[src/rtl/piece_controller.sv]
// Active-piece sequencer: spawns tetrominoes, probes candidate poses against the
// board's collision output, commits legal poses and strobes locks. Optional wall kick: WALL_KICK_EN.
module piece_controller #(
  parameter int          GRAVITY_TICKS = 25000000,
  parameter int          GRAV_W        = 25,
  parameter int          SPAWN_X       = 3,
  parameter logic [15:0] LFSR_SEED     = 16'hACE1
) (
  input  logic        clk,
  input  logic        rst,
  input  logic        start,
  input  logic        move_left,
  input  logic        move_right,
  input  logic        rotate,
  input  logic        soft_drop,
  input  logic        hard_drop,
  input  logic        collision,
  output logic [3:0]  piece_x,
  output logic [4:0]  piece_y,
  output logic [2:0]  piece_type,
  output logic [1:0]  piece_rotation,
  output logic        place_piece,
  output logic        game_over,
  output logic        playing,
  output logic [15:0] pieces_placed
);

  typedef enum logic [2:0] {
    S_IDLE, S_SPAWN, S_SPAWN_CHK, S_FALL, S_CHECK, S_LOCK, S_GAME_OVER
  } state_t;

  typedef enum logic [2:0] {
    OP_GRAV, OP_SOFT, OP_HARD, OP_ROT, OP_LEFT, OP_RIGHT
  } op_t;

  state_t              state_q, state_d;
  op_t                 op_q, op_d;
  logic [3:0]          px_q, px_d, cx_q, cx_d;
  logic [4:0]          py_q, py_d, cy_q, cy_d;
  logic [1:0]          prot_q, prot_d, crot_q, crot_d;
  logic [2:0]          ptype_q, ptype_d;
  logic [15:0]         lfsr_q, lfsr_d;
  logic [15:0]         placed_q, placed_d;
  logic [GRAV_W-1:0]   grav_cnt_q, grav_cnt_d;
  logic                pending_q, pending_d;
  logic                pend_set, pend_clr;
  logic [2:0]          spawn_type;
`ifdef WALL_KICK_EN
  // 0: plain rotate probed, 1: x-1 retry probed, 2: x+1 retry probed
  logic [1:0]          kick_q, kick_d;
`endif

  assign spawn_type = (lfsr_q[2:0] == 3'd7) ? 3'd0 : lfsr_q[2:0];

  // State register
  always_ff @(posedge clk) begin
    // NOTE: every flop uses non-blocking assignment so all registers update from
    // the same pre-edge values, independent of statement order.
    if (rst) begin
      state_q    <= S_IDLE;
      op_q       <= OP_GRAV;
      px_q       <= '0;
      py_q       <= '0;
      prot_q     <= '0;
      ptype_q    <= '0;
      cx_q       <= '0;
      cy_q       <= '0;
      crot_q     <= '0;
      lfsr_q     <= LFSR_SEED;
      placed_q   <= '0;
      grav_cnt_q <= '0;
      pending_q  <= 1'b0;
`ifdef WALL_KICK_EN
      kick_q     <= '0;
`endif
    end else begin
      state_q    <= state_d;
      op_q       <= op_d;
      px_q       <= px_d;
      py_q       <= py_d;
      prot_q     <= prot_d;
      ptype_q    <= ptype_d;
      cx_q       <= cx_d;
      cy_q       <= cy_d;
      crot_q     <= crot_d;
      lfsr_q     <= lfsr_d;
      placed_q   <= placed_d;
      grav_cnt_q <= grav_cnt_d;
      pending_q  <= pending_d;
`ifdef WALL_KICK_EN
      kick_q     <= kick_d;
`endif
    end
  end

  // Next-state and datapath
  always_comb begin
    // NOTE: every signal assigned here gets a default first, so no path leaves
    // a value unassigned and no latch is inferred.
    state_d    = state_q;
    op_d       = op_q;
    px_d       = px_q;
    py_d       = py_q;
    prot_d     = prot_q;
    ptype_d    = ptype_q;
    cx_d       = cx_q;
    cy_d       = cy_q;
    crot_d     = crot_q;
    placed_d   = placed_q;
    grav_cnt_d = grav_cnt_q;
    pend_set   = 1'b0;
    pend_clr   = 1'b0;
    lfsr_d     = {lfsr_q[14:0], lfsr_q[15] ^ lfsr_q[13] ^ lfsr_q[12] ^ lfsr_q[10]};
`ifdef WALL_KICK_EN
    kick_d     = kick_q;
`endif

    if (state_q == S_FALL || state_q == S_CHECK) begin
      if (grav_cnt_q == GRAV_W'(GRAVITY_TICKS - 1)) begin
        grav_cnt_d = '0;
        pend_set   = 1'b1;
      end else begin
        grav_cnt_d = grav_cnt_q + GRAV_W'(1);
      end
    end

    case (state_q)
      S_IDLE: begin
        if (start) begin
          placed_d = '0;
          state_d  = S_SPAWN;
        end
      end
      S_SPAWN: begin
        px_d    = 4'(SPAWN_X);
        py_d    = '0;
        prot_d  = '0;
        ptype_d = spawn_type;
        state_d = S_SPAWN_CHK;
      end
      S_SPAWN_CHK: begin
        if (collision) begin
          state_d = S_GAME_OVER;
        end else begin
          cx_d       = px_q;
          cy_d       = py_q;
          crot_d     = prot_q;
          grav_cnt_d = '0;
          state_d    = S_FALL;
        end
      end
      S_FALL: begin
        if (hard_drop) begin
          py_d = cy_q + 5'd1; op_d = OP_HARD; state_d = S_CHECK;
        end else if (rotate) begin
          prot_d = crot_q + 2'd1; op_d = OP_ROT; state_d = S_CHECK;
`ifdef WALL_KICK_EN
          kick_d = '0;
`endif
        end else if (move_left) begin
          // Left at column 0 is consumed without a probe
          if (cx_q != '0) begin
            px_d = cx_q - 4'd1; op_d = OP_LEFT; state_d = S_CHECK;
          end
        end else if (move_right) begin
          px_d = cx_q + 4'd1; op_d = OP_RIGHT; state_d = S_CHECK;
        end else if (soft_drop) begin
          py_d = cy_q + 5'd1; op_d = OP_SOFT; state_d = S_CHECK;
        end else if (pending_q) begin
          py_d = cy_q + 5'd1; op_d = OP_GRAV; state_d = S_CHECK; pend_clr = 1'b1;
        end
      end
      S_CHECK: begin
        if (!collision) begin
          cx_d   = px_q;
          cy_d   = py_q;
          crot_d = prot_q;
          if (op_q == OP_HARD) py_d = py_q + 5'd1;
          else                 state_d = S_FALL;
        end else begin
          px_d   = cx_q;
          py_d   = cy_q;
          prot_d = crot_q;
          case (op_q)
            OP_GRAV, OP_SOFT, OP_HARD: state_d = S_LOCK;
`ifdef WALL_KICK_EN
            OP_ROT: begin
              if (kick_q == 2'd0 && cx_q != '0) begin
                px_d = cx_q - 4'd1; prot_d = prot_q; kick_d = 2'd1;
              end else if (kick_q != 2'd2) begin
                px_d = cx_q + 4'd1; prot_d = prot_q; kick_d = 2'd2;
              end else begin
                state_d = S_FALL;
              end
            end
`endif
            default: state_d = S_FALL;
          endcase
        end
      end
      S_LOCK: begin
        px_d     = cx_q;
        py_d     = cy_q;
        prot_d   = crot_q;
        placed_d = placed_q + 16'd1;
        pend_clr = 1'b1;
        state_d  = S_SPAWN;
      end
      S_GAME_OVER: begin
        if (start) begin
          cx_d     = '0;
          cy_d     = '0;
          crot_d   = '0;
          placed_d = '0;
          state_d  = S_SPAWN;
        end
      end
      default: state_d = S_IDLE;
    endcase

    pending_d = pending_q;
    if (pend_clr) pending_d = 1'b0;
    if (pend_set) pending_d = 1'b1;
  end

  // Outputs
  always_comb begin
    piece_x        = px_q;
    piece_y        = py_q;
    piece_type     = ptype_q;
    piece_rotation = prot_q;
    pieces_placed  = placed_q;
    place_piece    = (state_q == S_LOCK);
    game_over      = (state_q == S_GAME_OVER);
    playing        = (state_q != S_IDLE) && (state_q != S_GAME_OVER);
  end

endmodule

[config.mk]
export PLATFORM = sky130hd
export DESIGN_NAME = piece_controller
export DESIGN_NICKNAME = d
export VERILOG_FILES = /design/src/rtl/piece_controller.sv
export SDC_FILE = /design/constraint.sdc
export NUM_CORES = 1
export LEC_CHECK = 0
export ABC_CLOCK_PERIOD_IN_PS = 4050
export CAP_MARGIN = 20
export CORE_ASPECT_RATIO = 1.25
export CORE_MARGIN = 1.5
export CORE_UTILIZATION = 30
export DETAILED_ROUTE_END_ITERATION = 6
export PLACE_DENSITY = 0.44
export SYNTH_ARGS = -nofsm -noshare
export SYNTH_HDL_FRONTEND = slang
export SYNTH_SLANG_ARGS = --single-unit
[constraint.sdc]
create_clock -name clk -period 4.05 [get_ports clk]
set_input_delay 0.81 -clock clk [delete_from_list [all_inputs] [get_ports clk]]
set_output_delay 0.81 -clock clk [all_outputs]
set_load 0.02 [all_outputs]
==> metrics.md <==
| Metric | Value |
|---|---|
| Die Span Y | 141 um |
| Ys Warns | 0 |
| Mean Syn Cell Area | 8.24 um2 |
| Synth cell types | 66 |
| Global route total overflow | 0 |
| CP Max Fanout | 20 |
| Initial Util | 0.305 |
| H-tree depth | 3 |
| CTS tree | built |
| Post-Place Cells | 753 |
| CTS clk-pin slew, worst paths | 70 ps |
| Final wirelength | 12.5 mm |
| R2R setup slack | 1610 ps |
| Share of post-route cells with drive strength above 1 | 0.0767 |
| Multi-input logic area | 2590 um2 |
| P&R area growth vs syn | 18.8% |
| Area of the die | 15900 um2 |
| Layout Cells excl Fill | 769 |
| Top area cells in the synthesized netlist | dfxtp_1, nor2_1, xnor2_1 |
| Initial antenna violation count | 0 |
| Site Rows | 50 |
| Reg area | 1780 um2 |
| Status | finished, final reports clean |
| Die W | 113 um |
| Reg2Reg Depth | 6 |
| Post-synth EDFFs | 0 |
| Max Root-Sink Buffers | 2 |
| Post-layout util | 0.363 |
| # port buffers | 41 |
| Slew @ Worst Pin | 883 ps |
| Largest net degree at the start of global routing | 41 |
| Hold-critical path depth | 1 |
| Critical path class | reg2out |
| Period utilization | 0.797 |
| Post-synth top flop | dfxtp_1 |
| Top cell type's share of synthesized area | 0.392 |
| Post-Syn Area | 4550 um2 |
| Routed len/inst | 16.2 um |
| FF-to-FF Start | state_q[1] |
| Syn Inst Count | 552 |
| Post-layout worst setup margin | 820 ps |
| Data arrival, critical path | 2420 ps |
| Startpoint Class | flip-flop |
| Post-synth top area cell | dfxtp_1 |
| Root buffer cell | clkbuf_16 |
| Gp weighted congestion | 0.811 |
| Pwr dens | 505 nW/um2 |
| Maximum clock rate | 0.310 GHz |
| Vias | 4125 |
| Hold_buf cts | 0 |
| Gr usage total | 0.162 |
| Tmin final | 3230 ps |
| Clock sinks | 89 |
| Lkg Pwr | 1.79 nW |
| Drc violations | 0 |
| Worst VDD drop | 0.222 mV |
| Unrepaired setup endpoints after global routing | no |
| First-pass GRT wire length | 20.5 mm |
| Iter 0 DRT Violations | 252 |
| TNS Setup | 0 ps |
| Setup repair bufs after CTS | 0 |
| Vias in the first global route | 3983 |
| Crit end category | output pin |
| Top Ports | 42 |
| DP Worst Slack | 1070 ps |
| Post-DP HPWL | 9.01 mm |
| Final Hold Violating Endpoints | 0 |
| Final Max Tran Viols | 0 |
| DRT Pass-1 Iters | 4 |
| Via density | 5.36 |
| Max Cap Viol | 0 |
| Fillers | 1563 |
| Post_cts resized | 0 |
| Final Setup Violations | 0 |
| Hold WC Path Type | reg2reg |
| ANT cells | 0 |
| Worst hold start | lfsr_q[14] |
| Clk_lat worst skew | 360 ps |
| Worst R2R End | grav_cnt_q[21] |
| Crit path required time | 3240 ps |
| Slew Limit Headroom | 0.410 |
| Final net count | 598 |
| Async S/R FF share, synth | 0 |
| Inserted Clock Buffers | 9 |
| Clk_skew | 14.2 ps |
| #FFs+latches synth | 89 |
| CORE AREA | 14900 um2 |
| Register area share after synthesis | 0.392 |
| Post-synth net total | 568 |
| WHS Endpoint | lfsr_q[15] |
| Post-DRT Antenna Nets | 0 |
cell families after synthesis:
| kind of cell | share of synthesized area |
|---|---|
| AO/OA/AOI/OAI | 0.190 |
| flip-flops | 0.392 |
| AND/OR/NAND/NOR | 0.274 |
| multiplexers | 0.0135 |
| buffers and inverters | 0.0385 |
| XOR/XNOR | 0.0713 |
| adder cells (fa/ha/maj) | 0.0209 |
per-layer routing:
layer / up-vias / GRT usage / share of wire
met2: 63 / 0.293 / 0.52
li1: 2047 / - / -
met3: 18 / 0.0232 / 0.028
met4: 0 / 0.0783 / 0.022
met1: 1997 / 0.187 / 0.43
met5: - / 0 / 0
state kept, by name (all words and copies together) (netlist names):
| register | count |
|---|---|
| op_q | 3 |
| piece_x | 4 |
| crot_q | 2 |
| piece_type | 3 |
| piece_y | 5 |
| pieces_placed | 16 |
| cy_q | 5 |
| lfsr_q | 16 |
| piece_rotation | 2 |
| cx_q | 4 |
| grav_cnt_q | 25 |
| pending_q | 1 |
| state_q | 3 |
stage by stage:
step / total power, mW / cell area, um2 / hold slack, ps
2_1_floorplan: 1.63 / 4550 / 389
3_3_place_gp: 1.92 / 5110 / 395
3_5_place_dp: 1.92 / 5110 / 396
4_1_cts: 2.77 / 5400 / 419
5_1_grt: 2.89 / 5400 / 438
6_report: 2.73 / 5400 / 416
worst max-delay path, cell delays in order, from the launching register on:
cell             delay, ps
dfxtp_1                510
nor2b_1                520
nand2_1                270
inv_1                  150
clkdlybuf4s50_1        610
layout by cell type (no fill, tap or decap), types with 3 or more instances in the layout:
master           instances
nand2_1                 39
nor4b_1                  4
o21ai_0                 21
mux2i_1                  5
nand3_1                 31
nor2b_1                 13
inv_1                   13
nor2_1                  70
a22oi_1                 10
nand2b_1                 5
a21o_1                   4
a311oi_1                 3
nor3_1                  10
a31oi_1                  3
and4_1                   3
o32ai_1                  3
or3_1                    3
clkbuf_16                9
clkdlybuf4s50_1         40
a32o_1                   3
or2_2                   10
dfxtp_1                 89
xnor2_1                 26
xor2_1                  11
a21oi_1                 43
and2_1                   4
inv_6                    4
nand4_1                 12
nor4_1                   9
nand3b_1                 3
o211ai_1                 3
o31ai_1                  3
or4_1                    3
a2111oi_0                4
ha_1                     6
and3_1                   8
buf_4                    7
a211oi_1                 9
final cells by class:
cell class / instances / area share
inverters: 13 / 0.00904
repair buffers: 48 / 0.0848
clock inverters: 6 / 0.0102
well taps: 182 / 0.0422
flip-flops and latches: 89 / 0.330
clock buffers: 10 / 0.0443
multi-input cells: 421 / 0.480
worst max-delay path by stage:
stage	slack, ps	depth (start not counted)	start	endpoint
6_report	820	4	state_q[1]	place_piece
5_1_grt	610	4	state_q[1]	place_piece
4_1_cts	770	4	state_q[1]	place_piece
3_5_place_dp	1070	5	collision	grav_cnt_q[18]
3_3_place_gp	1130	5	start	pieces_placed[14]
2_1_floorplan	1900	5	state_q[1]	game_over
cell usage after synthesis, types with 8 or more instances:
cell / n
nand2_1: 39
buf_2: 8
nor2b_1: 13
nor4_1: 9
nor3_1: 10
o21ai_0: 21
dfxtp_1: 89
or2_2: 10
nand3_1: 31
nand4_1: 12
and3_1: 8
xor2_1: 11
a211oi_1: 9
inv_1: 13
clkbuf_1: 17
a22oi_1: 10
a21oi_1: 43
nor2_1: 70
xnor2_1: 26
power by group:
part / leakage, nW / switching (mW) / internal [mW] / total [mW]
logic: 0.925 / 0.531 / 0.305 / 0.836
clock network: 0.146 / 0.385 / 0.447 / 0.832
registers: 0.723 / 0.110 / 0.949 / 1.06
(Power assumes the default switching activity.)
